[src/rtl/hlsm_operand_loader_pkg.sv]
// Shared definitions for the HLSM operand loader and its 34-operand accumulator.
// Optional feature macro: HLSM_LOADER_TIMEOUT_EN (WAIT-state timeout).
package hlsm_pkg;

    localparam int DATA_W       = 33;
    localparam int NUM_OPS      = 34;
    localparam int HLSM_LATENCY = 36;
    localparam int TIMEOUT_CYC  = 64;

    typedef enum logic [1:0] {
        LOAD   = 2'd0,
        KICK   = 2'd1,
        WAIT   = 2'd2,
        RESULT = 2'd3
    } loader_state_t;

endpackage

[src/rtl/hlsm_operand_loader_if.sv]
// Bundle of the operand stream, accumulator link and result port of the loader.
// The master modport is the loader's view; slave is the surrounding environment.
interface hlsm_operand_loader_if #(
    parameter int DATA_W  = hlsm_pkg::DATA_W,
    parameter int NUM_OPS = hlsm_pkg::NUM_OPS
);

    logic                      in_valid;
    logic                      in_ready;
    logic [DATA_W-1:0]         in_data;
    logic                      in_last;
    logic [NUM_OPS*DATA_W-1:0] ops;
    logic                      Start;
    logic                      Done;
    logic [DATA_W-1:0]         final_in;
    logic                      res_valid;
    logic [DATA_W-1:0]         res_data;
    logic                      res_ready;
    logic                      err;

    modport master (
        input  in_valid, in_data, in_last, Done, final_in, res_ready,
        output in_ready, ops, Start, res_valid, res_data, err
    );

    modport slave (
        output in_valid, in_data, in_last, Done, final_in, res_ready,
        input  in_ready, ops, Start, res_valid, res_data, err
    );

endinterface

[src/rtl/hlsm_operand_loader.sv]
// Operand loader for the HLSM accumulator: fills a register bank from a
// valid/ready stream, kicks the accumulator, waits for Done and offers the
// result on a valid/ready port. Framing errors set a sticky err flag.
// Optional feature macro: HLSM_LOADER_TIMEOUT_EN adds a WAIT timeout.
module hlsm_operand_loader #(
    parameter int DATA_W  = hlsm_pkg::DATA_W,
    parameter int NUM_OPS = hlsm_pkg::NUM_OPS
`ifdef HLSM_LOADER_TIMEOUT_EN
   ,parameter int TIMEOUT_CYC = hlsm_pkg::TIMEOUT_CYC
`endif
) (
    input  logic                   Clk,
    input  logic                   Rst,
    hlsm_operand_loader_if.master  bus
);

    import hlsm_pkg::*;

    localparam int              CNT_W    = $clog2(NUM_OPS + 1);
    localparam logic [CNT_W-1:0] LAST_IDX = CNT_W'(NUM_OPS - 1);

    loader_state_t     r_state;
    loader_state_t     w_nextState;
    logic [CNT_W-1:0]  r_cnt;
    logic [DATA_W-1:0] r_bank [NUM_OPS];
    logic [DATA_W-1:0] r_resData;
    logic              r_err;

    logic              w_beat;
    logic              w_lastBeat;
    logic              w_earlyLast;
    logic              w_timeout;

    assign w_beat      = bus.in_valid && (r_state == LOAD);
    assign w_lastBeat  = w_beat && (r_cnt == LAST_IDX);
    assign w_earlyLast = w_beat && (r_cnt != LAST_IDX) && bus.in_last;

`ifdef HLSM_LOADER_TIMEOUT_EN
    localparam int TO_W = $clog2(TIMEOUT_CYC + 1);

    logic [TO_W-1:0] r_waitCnt;

    assign w_timeout = (r_state == WAIT) && !bus.Done &&
                       (r_waitCnt == TO_W'(TIMEOUT_CYC - 1));

    // Count cycles spent in WAIT, restarting from zero on every entry.
    always_ff @(posedge Clk) begin
        if (!Rst) begin
            r_waitCnt <= '0;
        end else if (r_state == KICK) begin
            r_waitCnt <= '0;
        end else if (r_state == WAIT) begin
            r_waitCnt <= r_waitCnt + 1'b1;
        end
    end
`else
    assign w_timeout = 1'b0;
`endif

    // State register.
    always_ff @(posedge Clk) begin
        if (!Rst) begin
            r_state <= LOAD;
        end else begin
            r_state <= w_nextState;
        end
    end

    // Next-state logic and state-decoded handshake/start outputs.
    always_comb begin
        w_nextState   = r_state;
        bus.in_ready  = 1'b0;
        bus.Start     = 1'b0;
        bus.res_valid = 1'b0;
        case (r_state)
            LOAD: begin
                bus.in_ready = 1'b1;
                if (w_lastBeat) begin
                    w_nextState = KICK;
                end
            end
            KICK: begin
                bus.Start   = 1'b1;
                w_nextState = WAIT;
            end
            WAIT: begin
                if (bus.Done) begin
                    w_nextState = RESULT;
                end else if (w_timeout) begin
                    w_nextState = LOAD;
                end
            end
            RESULT: begin
                bus.res_valid = 1'b1;
                if (bus.res_ready) begin
                    w_nextState = LOAD;
                end
            end
            default: w_nextState = LOAD;
        endcase
    end

    // Operand bank, beat counter, captured result and sticky error flag.
    always_ff @(posedge Clk) begin
        if (!Rst) begin
            r_cnt     <= '0;
            r_resData <= '0;
            r_err     <= 1'b0;
            for (int k = 0; k < NUM_OPS; k++) begin
                r_bank[k] <= '0;
            end
        end else begin
            if (w_beat) begin
                r_bank[r_cnt] <= bus.in_data;
                r_cnt         <= w_earlyLast ? '0 : r_cnt + 1'b1;
            end
            if ((w_lastBeat && !bus.in_last) || w_earlyLast || w_timeout) begin
                r_err <= 1'b1;
            end
            if ((r_state == WAIT) && bus.Done) begin
                r_resData <= bus.final_in;
            end
            if (((r_state == RESULT) && bus.res_ready) || w_timeout) begin
                r_cnt <= '0;
            end
        end
    end

    // Flatten the bank onto the accumulator's parallel operand bus.
    always_comb begin
        bus.ops = '0;
        for (int k = 0; k < NUM_OPS; k++) begin
            bus.ops[k*DATA_W +: DATA_W] = r_bank[k];
        end
    end

    assign bus.res_data = r_resData;
    assign bus.err      = r_err;

endmodule

[src/flat_wrapper.sv]
// flat-port wrapper written by rule: the top's interface ports become plain ports
module hlsm_operand_loader_flat import hlsm_pkg::*;
#(
    parameter int DATA_W  = hlsm_pkg::DATA_W,
    parameter int NUM_OPS = hlsm_pkg::NUM_OPS

)
  (Clk, Rst, bus_in_valid, bus_in_data, bus_in_last, bus_Done, bus_final_in, bus_res_ready, bus_in_ready, bus_ops, bus_Start, bus_res_valid, bus_res_data, bus_err);
  hlsm_operand_loader_if #(.DATA_W(DATA_W), .NUM_OPS(NUM_OPS)) bus_i ();
  input  logic Clk;
  input  logic Rst;
  input wire logic [$bits(bus_i.in_valid)-1:0] bus_in_valid;
  input wire logic [$bits(bus_i.in_data)-1:0] bus_in_data;
  input wire logic [$bits(bus_i.in_last)-1:0] bus_in_last;
  input wire logic [$bits(bus_i.Done)-1:0] bus_Done;
  input wire logic [$bits(bus_i.final_in)-1:0] bus_final_in;
  input wire logic [$bits(bus_i.res_ready)-1:0] bus_res_ready;
  output wire logic [$bits(bus_i.in_ready)-1:0] bus_in_ready;
  output wire logic [$bits(bus_i.ops)-1:0] bus_ops;
  output wire logic [$bits(bus_i.Start)-1:0] bus_Start;
  output wire logic [$bits(bus_i.res_valid)-1:0] bus_res_valid;
  output wire logic [$bits(bus_i.res_data)-1:0] bus_res_data;
  output wire logic [$bits(bus_i.err)-1:0] bus_err;
  assign bus_i.in_valid = bus_in_valid;
  assign bus_i.in_data = bus_in_data;
  assign bus_i.in_last = bus_in_last;
  assign bus_i.Done = bus_Done;
  assign bus_i.final_in = bus_final_in;
  assign bus_i.res_ready = bus_res_ready;
  assign bus_in_ready = bus_i.in_ready;
  assign bus_ops = bus_i.ops;
  assign bus_Start = bus_i.Start;
  assign bus_res_valid = bus_i.res_valid;
  assign bus_res_data = bus_i.res_data;
  assign bus_err = bus_i.err;
  hlsm_operand_loader #(.DATA_W(DATA_W), .NUM_OPS(NUM_OPS)) u_core (.Clk(Clk), .Rst(Rst), .bus(bus_i));
endmodule
[config.mk]
export PLATFORM = sky130hd
export DESIGN_NAME = hlsm_operand_loader_flat
export DESIGN_NICKNAME = d
export VERILOG_FILES = /design/src/rtl/hlsm_operand_loader_pkg.sv /design/src/rtl/hlsm_operand_loader_if.sv /design/src/rtl/hlsm_operand_loader.sv /design/src/flat_wrapper.sv
export SDC_FILE = /design/constraint.sdc
export NUM_CORES = 1
export LEC_CHECK = 0
export CAP_MARGIN = 20
export CORE_AREA = 2 2 484 486
export DETAILED_ROUTE_END_ITERATION = 7
export DIE_AREA = 0 0 486 488
export DONT_BUFFER_PORTS = 1
export SYNTH_ARGS = -nofsm -noshare
export SYNTH_HDL_FRONTEND = slang
export SYNTH_SLANG_ARGS = --single-unit
export TNS_END_PERCENT = 20
[constraint.sdc]
create_clock -name Clk -period 4.28 [get_ports Clk]
set_clock_uncertainty 0.2 [all_clocks]
set_input_delay 0.214 -clock Clk [delete_from_list [all_inputs] [get_ports Clk]]
set_output_delay 0.214 -clock Clk [all_outputs]
set_load 0.02 [all_outputs]
==> out/qor.yml <==
yosysTopAreaCellShare_pct: 79.59
synth.lib_cells_used.distinct: 42
die_width_um: 486
dp_cells: 5754
power_per_cell_area_nw_per_um2: 510.1
postRouteWirelength_um: 211300
gp_congestion: 0.8209
post_route_cells_drive_above_1_share_pct: 13.11
initial_core_utilization_pct: 18.26
max_freq_mhz: 268.5
drc_errors_left: 0
cpPeakStageDelay_ns: 0.75
finalCriticalPeriod_ns: 3.725
detailedRoute.firstIterationViolations: 3193
design.die.area_um2: 237200
detailed_place.area_um2: 46590
synth-seq-cells: 1164
maximum_number_of_pins_on_one_net_before_global_route_repair: 119
holdCritPathClass: "input pin to flip-flop"
final_cell_count_no_fill: 6177
clkSlewWorstSetupHoldPaths_ns: 0.06
dominant_delay_contributor_by_cell_family_on_the_critical_path: "simple AND/OR/NAND/NOR gates"
yosysWarnings: 0
synth_instances: 2836
path_cells: "inv_1 > ha_1 > and3_4 > nand3_2 > nor2_4 > and2_1 > dlygate4sd3_1"
coreArea_um2: 231900
status: "finished clean"
holdPathStages: 2
clkSinkCount: 1164
vias_per_cell: 4.242
clkPwrFrac_pct: 40.5
drt_pre_antenna_iters: 5
worstPathRequired_ns: 4.73
postLayoutSetupSlackWorst_ns: 0.5550
place_worst_setup_slack_ns: 0.7341
timing.setup.critical_path_class: "flip-flop to flip-flop"
power.net_switching_mw: 7.451
critical_path_arrival_ns: 4.17
routed_wl_per_cell_um: 34.20
path_buf_inv: 2
max_cap_viol_count: 0
drtAntennaViolNets: 0
fp-row-count: 177
startpoint_type: "flip-flop"
fin_hold_ws_ns: 0.03485
worst_skew_pair.late_latency_ns: 0.77
synthMostInstantiatedCell: "sky130_fd_sc_hd__edfxtp_1"
r2r.worst_path.cells: 7
synth.net_count: 2915
syn2layout_area_growth_pct: 24.30
maxSlewViolCount: 0
dominant_cells_by_area_after_synthesis: "sky130_fd_sc_hd__edfxtp_1, sky130_fd_sc_hd__nor2_1, sky130_fd_sc_hd__nor3_1"
clockRootBuffer: "sky130_fd_sc_hd__clkbuf_16"
resize_count_post_cts: 0
p_leak_nw: 16.69
setup_repair_after_global_routing_missed_its_margin: "no"
filler_cell_count: 23996
htree_levels: 3
power_frac_seq_pct: 52.4
worstSetupEndpointType: "flip-flop"
design.final.nets: 3083
first_global_vias: 24740
slew_headroom_pct: 23.90
crit_path_max_fanout: 33
final-setup-viol-count: 0
share_of_flip_flops_with_an_asynchronous_set_or_reset_pct: 0
critical_path_depth: 7
fin_area_um2: 52620
dr_total_vias: 26202
max_slew.worst_pin.slew_ns: 1.141
post-route-period-util_pct: 87.03
synth-seq-area-share_pct: 81.57
tritoncts: "built"
totalPowerFinal_mw: 26.84
cell_with_the_biggest_individual_delay_on_the_critical_path: "sky130_fd_sc_hd__nor2_4"
port_buffers: 0
global_route.overflow_total: 0
synth_ff_type: "sky130_fd_sc_hd__edfxtp_1"
die_height_um: 488
comb_power_share_pct: 7.1
p_int_mw: 19.39
avgSynthCellArea_um2: 14.93
grt_first_pass_wirelength_um: 264700
peakVddDrop_v: 0.0003393
place_hpwl_um: 142200
synth_common_cells: "sky130_fd_sc_hd__edfxtp_1, sky130_fd_sc_hd__nor2_1, sky130_fd_sc_hd__nor3_1, sky130_fd_sc_hd__and2_1, sky130_fd_sc_hd__clkbuf_1"
grt.total_usage_pct: 16.99
final-hold-violation-count: 0
synth_top_cell_by_area: "sky130_fd_sc_hd__edfxtp_1"
timing.setup.tns_ns: 0
core_util_final_pct: 22.69
pin_count: 1231
swShare_pct: 27.76
grt_antenna_before_repair: 43
synth_edf_count: 1122
max_buffers_root_to_sink: 3
cts_inserted_buffers: 120
syn-cell-area_um2: 42330
-- routing by layer --
metal | part of all wire, % | vias up | global-route usage (%)
met3 | 11 | 412 | 5.963
met2 | 47 | 2196 | 27.56
met1 | 35 | 13128 | 19.17
met4 | 6.3 | 2 | 10.31
li1 | - | 10464 | -
met5 | 0.0062 | - | 0
-- final cells by class --
type	count	area, um2	share of cell area [%]
sequential	1164	34530	65.63
multi-input combinational	1403	7027	13.35
tap	3043	3807	7.236
clock buffer	138	3070	5.835
timing repair buffer	273	2975	5.655
clock inverter	84	972.2	1.848
inverter	42	157.7	0.2996
antenna	30	75.07	0.1427
-- worst paths after layout --
check / from / to / slack [ns]
worst max-delay path: u_core.r_state[1] / u_core.r_bank[15][0] / 0.55
worst min-delay path: bus_in_data[24] / u_core.r_bank[33][24] / 0.03
worst max register to register: u_core.r_state[1] / u_core.r_bank[15][0] / 0.55
worst min register to register: u_core.r_state[0] / u_core.r_state[0] / 0.37
-- power groups by stage --
stage / sequential, mW / combinational (mW) / clock, mW
6_report: 14.1 / 1.90 / 10.9
3_3_place_gp: 14.3 / 1.61 / 0
2_1_floorplan: 14.1 / 0.725 / 0
5_1_grt: 14.1 / 1.98 / 11.4
3_5_place_dp: 14.3 / 1.63 / 0
4_1_cts: 14.1 / 1.93 / 11.0
-- cells by family (layout without fill, tap and decap cells) --
group                      count (synthesis)  after routing  share of synthesized area, %
AOI/OAI and AO/OA                         79             79                         1.005
xor gates and xnor gates                   2              2                       0.04139
adders and majority gates                  7              7                        0.2069
buffers and inverters                    269            537                         2.814
DFF                                     1164           1164                         81.57
other                                      0             30                             0
and+or+nand+nor                         1315           1315                         14.36
-- layout by cell type (no fill, tap or decap), types with 49 or more instances in the layout --
cell and count:
sky130_fd_sc_hd__nor2_1 632, sky130_fd_sc_hd__edfxtp_1 1122, sky130_fd_sc_hd__nor3_1 331, sky130_fd_sc_hd__dlygate4sd3_1 152, sky130_fd_sc_hd__clkbuf_16 120, sky130_fd_sc_hd__buf_4 78
sky130_fd_sc_hd__nand2_1 74, sky130_fd_sc_hd__nand3_1 49, sky130_fd_sc_hd__and2_1 135
-- repair_timing --
| action | in CTS | in global routing |
|---|---|---|
| hold buffers | 169 | 1 |
| hold endpoints to repair | 1817 | 10 |
| buffers inserted | 0 | 0 |
| endpoints found under the setup margin | 0 | 0 |
-- sequential cells by signal, indices dropped and copies added, names as in the netlist --
register	count
u_core.bus.err	1
u_core.bus.res_data	33
u_core.r_bank	1122
u_core.r_cnt	6
u_core.r_state	2
Note: power is estimated with default switching activity, not from simulation.
